**config.mk**
```make
export PLATFORM = sky130hd
export DESIGN_NAME = cu_cache_request_arbiter_flat
export DESIGN_NICKNAME = d
export VERILOG_FILES = /design/src/rtl/cu_cache_request_arbiter_if.sv /design/src/rtl/cu_cache_request_arbiter.sv /design/src/flat_wrapper.sv
export SDC_FILE = /design/constraint.sdc
export NUM_CORES = 1
export LEC_CHECK = 0
export BUFFER_PORTS_ARGS = -buffer_cell sky130_fd_sc_hd__buf_2
export CAP_MARGIN = 20
export CORE_MARGIN = 4
export CORE_UTILIZATION = 40
export DETAILED_ROUTE_END_ITERATION = 10
export PLACE_DENSITY = 0.72
export SKIP_LAST_GASP = 1
export SLEW_MARGIN = 10
export SYNTH_ARGS = -nofsm -noshare
export SYNTH_HDL_FRONTEND = slang
export SYNTH_SLANG_ARGS = --single-unit
```
**constraint.sdc**
```tcl
create_clock -name ap_clk -period 9.4 [get_ports ap_clk]
set_clock_uncertainty 0.15 [all_clocks]
set_input_delay 0.94 -clock ap_clk [delete_from_list [all_inputs] [get_ports ap_clk]]
set_output_delay 0.94 -clock ap_clk [all_outputs]
set_load 0.02 [all_outputs]
```
**src/rtl/cu_cache_request_arbiter_if.sv**
```systemverilog
// Shared request types and the source/cache request bus of the CU cache request arbiter.
// Ports (bus): request_in, request_ready_out, request_out, grant_id_out; slave = arbiter, master = sources/cache.
package cu_cache_request_arbiter_pkg;

    typedef struct packed {
        logic        valid;
        logic [31:0] address;
        logic [31:0] data;
    } CacheRequest;

    typedef struct packed {
        logic full;
        logic empty;
        logic prog_full;
        logic prog_empty;
    } FIFOStateSignalsOutput;

endpackage

interface cu_cache_request_arbiter_if #(
    parameter int NUM_REQUESTORS = 4
);
    import cu_cache_request_arbiter_pkg::*;

    localparam int ID_W = $clog2(NUM_REQUESTORS);

    CacheRequest [NUM_REQUESTORS-1:0] request_in;
    logic [NUM_REQUESTORS-1:0]        request_ready_out;
    CacheRequest                      request_out;
    logic [ID_W-1:0]                  grant_id_out;

    modport slave (
        input  request_in,
        output request_ready_out,
        output request_out,
        output grant_id_out
    );

    modport master (
        output request_in,
        input  request_ready_out,
        input  request_out,
        input  grant_id_out
    );

endinterface

```
**src/rtl/cu_cache_request_arbiter.sv**
```systemverilog
// Round-robin arbiter: per-source skid buffers feed one registered request stream to the cache FIFO.
// Ports: ap_clk, areset (async, high), req_if (slave bus), fifo_request_signals_in (prog_full), done_out, stats_out.
// Optional macro ARBITER_GRANT_STATS_EN builds saturating per-source grant counters on stats_out.
module cu_cache_request_arbiter
    import cu_cache_request_arbiter_pkg::*;
#(
    parameter int NUM_REQUESTORS = 4,
    parameter int SKID_DEPTH     = 2
) (
    input  logic                           ap_clk,
    input  logic                           areset,
    cu_cache_request_arbiter_if.slave      req_if,
    input  FIFOStateSignalsOutput          fifo_request_signals_in,
    output logic                           done_out,
    output logic [NUM_REQUESTORS-1:0][31:0] stats_out
);

    localparam int ID_W  = $clog2(NUM_REQUESTORS);
    localparam int PTR_W = $clog2(SKID_DEPTH);
    localparam int OCC_W = PTR_W + 1;

    typedef enum logic [1:0] {
        S_IDLE,
        S_ISSUE,
        S_STALL
    } state_t;

    state_t state;
    state_t state_nxt;

    CacheRequest skid_mem [NUM_REQUESTORS][SKID_DEPTH];

    logic [NUM_REQUESTORS-1:0][PTR_W-1:0] wr_ptr;
    logic [NUM_REQUESTORS-1:0][PTR_W-1:0] rd_ptr;
    logic [NUM_REQUESTORS-1:0][OCC_W-1:0] occ;
    logic [NUM_REQUESTORS-1:0][OCC_W-1:0] occ_nxt;

    logic [NUM_REQUESTORS-1:0] push;
    logic [NUM_REQUESTORS-1:0] pop;
    logic [NUM_REQUESTORS-1:0] nonempty;
    logic [NUM_REQUESTORS-1:0] ready_q;
    logic [NUM_REQUESTORS-1:0] ready_nxt;

    logic [ID_W-1:0] last_grant;
    logic [ID_W-1:0] winner;
    logic            winner_found;
    logic            pop_en;
    logic            any_pending;
    logic            any_after;
    logic            prog_full;

    CacheRequest     head;
    CacheRequest     request_q;
    logic [ID_W-1:0] grant_q;

    logic unused_fifo_bits;

    assign prog_full = fifo_request_signals_in.prog_full;

    assign unused_fifo_bits = ^{fifo_request_signals_in.full,
                                fifo_request_signals_in.empty,
                                fifo_request_signals_in.prog_empty};

    assign req_if.request_ready_out = ready_q;
    assign req_if.request_out       = request_q;
    assign req_if.grant_id_out      = grant_q;

    function automatic logic [ID_W-1:0] rr_index(
        input logic [ID_W-1:0] base,
        input int              off
    );
        return ID_W'((int'(base) + off) % NUM_REQUESTORS);
    endfunction

    // Search begins one past the last winner so every source gets a turn.
    always_comb begin
        winner       = '0;
        winner_found = 1'b0;
        for (int k = 1; k <= NUM_REQUESTORS; k++) begin
            if (!winner_found && nonempty[rr_index(last_grant, k)]) begin
                winner       = rr_index(last_grant, k);
                winner_found = 1'b1;
            end
        end
    end

    always_comb begin
        push      = '0;
        pop       = '0;
        nonempty  = '0;
        occ_nxt   = occ;
        ready_nxt = '0;
        for (int i = 0; i < NUM_REQUESTORS; i++) begin
            nonempty[i] = (occ[i] != '0);
            push[i]     = req_if.request_in[i].valid & ready_q[i];
            pop[i]      = pop_en && (winner == ID_W'(i));
            occ_nxt[i]  = occ[i] + OCC_W'(push[i]) - OCC_W'(pop[i]);
            // One free slot left is only safe to advertise if it is being drained now.
            ready_nxt[i] = (occ[i] <= OCC_W'(SKID_DEPTH - 2)) ||
                           ((occ[i] == OCC_W'(SKID_DEPTH - 1)) && pop[i]);
        end
    end

    assign any_pending = |nonempty;

    always_comb begin
        any_after = 1'b0;
        for (int i = 0; i < NUM_REQUESTORS; i++) begin
            any_after = any_after | (occ_nxt[i] != '0);
        end
    end

    assign head = skid_mem[winner][rd_ptr[winner]];

    always_comb begin
        state_nxt = state;
        pop_en    = 1'b0;
        unique case (state)
            S_IDLE: begin
                if (any_pending) begin
                    state_nxt = prog_full ? S_STALL : S_ISSUE;
                end
            end
            S_ISSUE: begin
                pop_en = winner_found;
                if (prog_full) begin
                    state_nxt = S_STALL;
                end else if (!any_after) begin
                    state_nxt = S_IDLE;
                end
            end
            S_STALL: begin
                if (!prog_full) begin
                    state_nxt = any_pending ? S_ISSUE : S_IDLE;
                end
            end
            default: begin
                state_nxt = S_IDLE;
            end
        endcase
    end

    always_ff @(posedge ap_clk or posedge areset) begin
        if (areset) begin
            state      <= S_IDLE;
            wr_ptr     <= '0;
            rd_ptr     <= '0;
            occ        <= '0;
            ready_q    <= '0;
            last_grant <= ID_W'(NUM_REQUESTORS - 1);
            request_q  <= '0;
            grant_q    <= '0;
            done_out   <= 1'b1;
        end else begin
            state   <= state_nxt;
            occ     <= occ_nxt;
            ready_q <= ready_nxt;
            for (int i = 0; i < NUM_REQUESTORS; i++) begin
                if (push[i]) begin
                    wr_ptr[i] <= wr_ptr[i] + 1'b1;
                end
                if (pop[i]) begin
                    rd_ptr[i] <= rd_ptr[i] + 1'b1;
                end
            end
            if (pop_en) begin
                last_grant <= winner;
                request_q  <= head;
                grant_q    <= winner;
            end else begin
                request_q.valid <= 1'b0;
            end
            done_out <= ~any_pending & ~request_q.valid;
        end
    end

    // Storage needs no reset: pointers and occupancy define what is live.
    always_ff @(posedge ap_clk) begin
        for (int i = 0; i < NUM_REQUESTORS; i++) begin
            if (push[i]) begin
                skid_mem[i][wr_ptr[i]] <= req_if.request_in[i];
            end
        end
    end

`ifdef ARBITER_GRANT_STATS_EN
    logic [NUM_REQUESTORS-1:0][31:0] grant_cnt;

    always_ff @(posedge ap_clk or posedge areset) begin
        if (areset) begin
            grant_cnt <= '0;
        end else begin
            for (int i = 0; i < NUM_REQUESTORS; i++) begin
                if (pop[i] && (grant_cnt[i] != 32'hFFFF_FFFF)) begin
                    grant_cnt[i] <= grant_cnt[i] + 32'd1;
                end
            end
        end
    end

    assign stats_out = grant_cnt;
`else
    assign stats_out = '0;
`endif

endmodule

```
**src/flat_wrapper.sv**
```systemverilog
// flat-port wrapper written by rule: the top's interface ports become plain ports
module cu_cache_request_arbiter_flat import cu_cache_request_arbiter_pkg::*;
#(
    parameter int NUM_REQUESTORS = 4,
    parameter int SKID_DEPTH     = 2
)
  (ap_clk, areset, fifo_request_signals_in, done_out, stats_out, req_if_request_in, req_if_request_ready_out, req_if_request_out, req_if_grant_id_out);
  cu_cache_request_arbiter_if #(.NUM_REQUESTORS(NUM_REQUESTORS)) req_if_i ();
  input  logic ap_clk;
  input  logic areset;
  input  FIFOStateSignalsOutput fifo_request_signals_in;
  output logic done_out;
  output logic [NUM_REQUESTORS-1:0][31:0] stats_out;
  input wire logic [$bits(req_if_i.request_in)-1:0] req_if_request_in;
  output wire logic [$bits(req_if_i.request_ready_out)-1:0] req_if_request_ready_out;
  output wire logic [$bits(req_if_i.request_out)-1:0] req_if_request_out;
  output wire logic [$bits(req_if_i.grant_id_out)-1:0] req_if_grant_id_out;
  assign req_if_i.request_in = req_if_request_in;
  assign req_if_request_ready_out = req_if_i.request_ready_out;
  assign req_if_request_out = req_if_i.request_out;
  assign req_if_grant_id_out = req_if_i.grant_id_out;
  cu_cache_request_arbiter #(.NUM_REQUESTORS(NUM_REQUESTORS), .SKID_DEPTH(SKID_DEPTH)) u_core (.ap_clk(ap_clk), .areset(areset), .req_if(req_if_i), .fifo_request_signals_in(fifo_request_signals_in), .done_out(done_out), .stats_out(stats_out));
endmodule
```
==> results_dict.tcl <==
set metrics [dict create \
    outcome "finished clean" \
    ys_types 52 \
    placed_area_um2 26700 \
    cp_max_fo 52 \
    vias 16900 \
    grt_pass1_wl_um 108000 \
    dp_slack_ps 4570 \
    endpoint_kind "flip-flop" \
    clockBufferDepth 3 \
    ant_nets 0 \
    rr_startpoint "u_core.occ[3]$_DFF_PP0_" \
    synth_compound_gate_area_share_pct 11.1 \
    timing.final.crit_period_ps 4900 \
    hold_path_depth 1 \
    hp-class "reg -> reg" \
    grt_pass1_vias 17200 \
    hold_buffers 0 \
    cts_tree "built" \
    grt_start_max_net_pins 79 \
    rsz0062_at_grt "no" \
    setup.worst_path.start_class "flip-flop" \
    grt_remaining_overflow 0 \
    p_per_area_nw_per_um2 350 \
    busiest_layer "met2" \
    hold_start "u_core.req_if.request_out[64]$_DFF_PP0_" \
    layout.nets 2296 \
    syn_area_um2 24700 \
    die_w_um 257 \
    slew_headroom_pct 19.0 \
    p_leak_nw 10.5 \
    pin_count 466 \
    viasPerCell 5.89 \
    grtUsageMet1_pct 26.7 \
    fp-row-count 90 \
    synthSimpleGateAreaFrac_pct 9.12 \
    seqPwrFrac_pct 37.0 \
    setup_ws_ps 4500 \
    ir_drop_mv 0.408 \
    firstDrtPassIters 5 \
    synth_top_family_by_area "compound AO/OA/AOI/OAI gates" \
    critPathKind "reg -> reg" \
    stdcell_area_um2 28900 \
    p_switching_mw 3.94 \
    wirelength_um 75700 \
    finalHoldViolCount 0 \
    power.total_mw 10.1 \
    initial_core_util_pct 40.7 \
    drt_iter0_markers 1863 \
    portBuffers 334 \
    ys_seq_elements 612 \
    avgSynthCellArea_um2 14.5 \
    max_freq_mhz 204 \
    drv_cap 0 \
    wl_per_cell_um 26.4 \
    final.setup.tns_ps 0 \
    core_area_um2 60700 \
    cp_data_required_time_ps 9770 \
    slew_violations 0 \
    path_clk_slew_ps 60 \
    combPwrFrac_pct 38.0 \
    synth_edf_count 520 \
    clkSinkCount 612 \
    drc 0 \
    dieArea_um2 65800 \
    clock-root-buffer "clkbuf_16" \
    yosysSeqAreaShare_pct 72.5 \
    grt_use_met2_pct 38.2 \
    postCtsSetupRepairBufs 0 \
    cts_inserted_buffers 66 \
    antenna_found_initial 20 \
    yosys_most_used_dff "edfxtp_1" \
    syn2layout_area_growth_pct 16.9 \
    synth_xor_area_share_pct 0.567 \
    die_y_um 257 \
    synth_cells 1707 \
    cts-resized-gates 0 \
    r2r-end "u_core.req_if.request_out[63]$_DFFE_PP0P_" \
    holdWs_ps 237 \
    final.period_utilization_pct 52.1 \
    drive_gt1_share_pct 23.4 \
    async_reset_ff_share_pct 15.0 \
    muxShareOfSynthArea_pct 0.0405 \
    r2r_cells 8 \
    place_hpwl_um 43400 \
    grt_util_all_layers_pct 22.1 \
    tightest_slew_ps 1220 \
    place_congestion 0.818 \
    p_int_mw 6.19 \
    arrival_ps 5270 \
    met3_usage_pct 5.44 \
    cts-htree-levels 3 \
    synth_fa_ha_area_share_pct 0.405 \
    r2r_slack_ps 4500 \
    p_clk_share_pct 25.0 \
    swShare_pct 38.9 \
    setup_viol 0 \
    hold_path_end "u_core.done_out$_DFF_PP1_" \
    clock_latency_ps 600 \
    yosysWarnings 0 \
]
[sequential cells by signal (all words and copies together) (netlist names)]
signal	flops
u_core.req_if.request_out	65
u_core.state	2
u_core.last_grant	2
u_core.req_if.grant_id_out	2
u_core.wr_ptr	4
u_core.rd_ptr	4
u_core.occ	8
u_core.skid_mem	520
u_core.done_out	1
u_core.req_if.request_ready_out	4
[cells in the mapped netlist (14+ instances only)]
| master | number | area share, % |
|---|---|---|
| nor2_1 | 209 | 3.2 |
| xnor2_1 | 16 | 0.57 |
| buf_4 | 128 | 3.9 |
| dfrtp_1 | 89 | 9.0 |
| a221o_1 | 63 | 2.6 |
| buf_2 | 14 | 0.28 |
| clkbuf_1 | 93 | 1.4 |
| or3_1 | 67 | 1.7 |
| o22ai_1 | 68 | 1.7 |
| nor4_1 | 126 | 3.2 |
| o221ai_1 | 65 | 2.3 |
| o21ai_0 | 70 | 1.4 |
| o22a_1 | 64 | 2.3 |
| inv_1 | 21 | 0.32 |
| edfxtp_1 | 520 | 63 |
[cell usage in the layout, fill, tap and decap left out, types with 67 or more instances in the layout]
master,Yosys,final
conb_1,1,128
nor4_1,126,126
nor2_1,209,205
buf_2,14,334
or3_1,67,67
clkbuf_16,0,67
edfxtp_1,520,520
o21ai_0,70,70
o22ai_1,68,68
dfrtp_1,89,89
[kinds of logic after synthesis]
logic type / after synthesis
other: 1
muxes: 1
buffers and inverters: 263
AOI/OAI and AO/OA: 358
DFF: 612
adders and majority gates: 8
and+or+nand+nor: 448
xor gates and xnor gates: 16
[power by group through the flow]
| stage | logic, mW | clock network [mW] | registers (mW) |
|---|---|---|---|
| 6_report | 3.85 | 2.53 | 3.75 |
| 5_1_grt | 4.11 | 2.70 | 3.78 |
| 4_1_cts | 3.82 | 2.58 | 3.74 |
| 3_5_place_dp | 3.81 | 0 | 3.78 |
| 3_3_place_gp | 3.71 | 0 | 3.77 |
| 2_1_floorplan | 2.36 | 0 | 3.90 |
[layout make-up]
cell class,count,area [um2]
fill,5183,31800
multi-input combinational,959,5850
inverter,21,81.3
timing repair buffer,362,1890
antenna,12,30.0
clock inverter,36,362
clock buffer,83,1770
sequential,612,17900
tap,782,978
[worst max-delay path: stages (launching register included)]
cell	delay [ps]
dfrtp_1	480
o21bai_1	670
nand3_4	670
o221a_2	580
o2111ai_4	80
buf_4	580
and2_4	600
buf_4	640
a221o_1	270
[how the worst max path moves through the flow]
stage | start | to | slack [ps] | cells past startpoint
2_1_floorplan | req_if_request_in[64] | u_core.skid_mem[0][100]$_DFFE_PP_ | 5000 | 2
3_3_place_gp | u_core.occ[3]$_DFF_PP0_ | u_core.req_if.request_out[46]$_DFFE_PP0P_ | 4730 | 8
3_5_place_dp | u_core.occ[3]$_DFF_PP0_ | u_core.req_if.request_out[29]$_DFFE_PP0P_ | 4570 | 8
4_1_cts | u_core.occ[3]$_DFF_PP0_ | u_core.req_if.request_out[63]$_DFFE_PP0P_ | 4580 | 8
5_1_grt | u_core.occ[3]$_DFF_PP0_ | u_core.req_if.request_out[37]$_DFFE_PP0P_ | 4310 | 8
6_report | u_core.occ[3]$_DFF_PP0_ | u_core.req_if.request_out[63]$_DFFE_PP0P_ | 4500 | 8
[through the flow]
| stage | cells | util, % |
|---|---|---|
| finish | 2867 | 47.6 |
| global route | 2860 | 47.6 |
| detailed placement | 2735 | 44.0 |
| floorplan | 1834 | - |
| CTS | 2854 | 47.5 |
| global placement | 2735 | 44.0 |
[routing by layer]
layer	wire (um)	vias up	share of wire, %
met4	2590	16	3.4
met2	37400	1131	49
met1	28000	8386	37
met5	104	-	0.14
met3	7610	204	10
li1	-	7142	-
(Power assumes the default switching activity.)
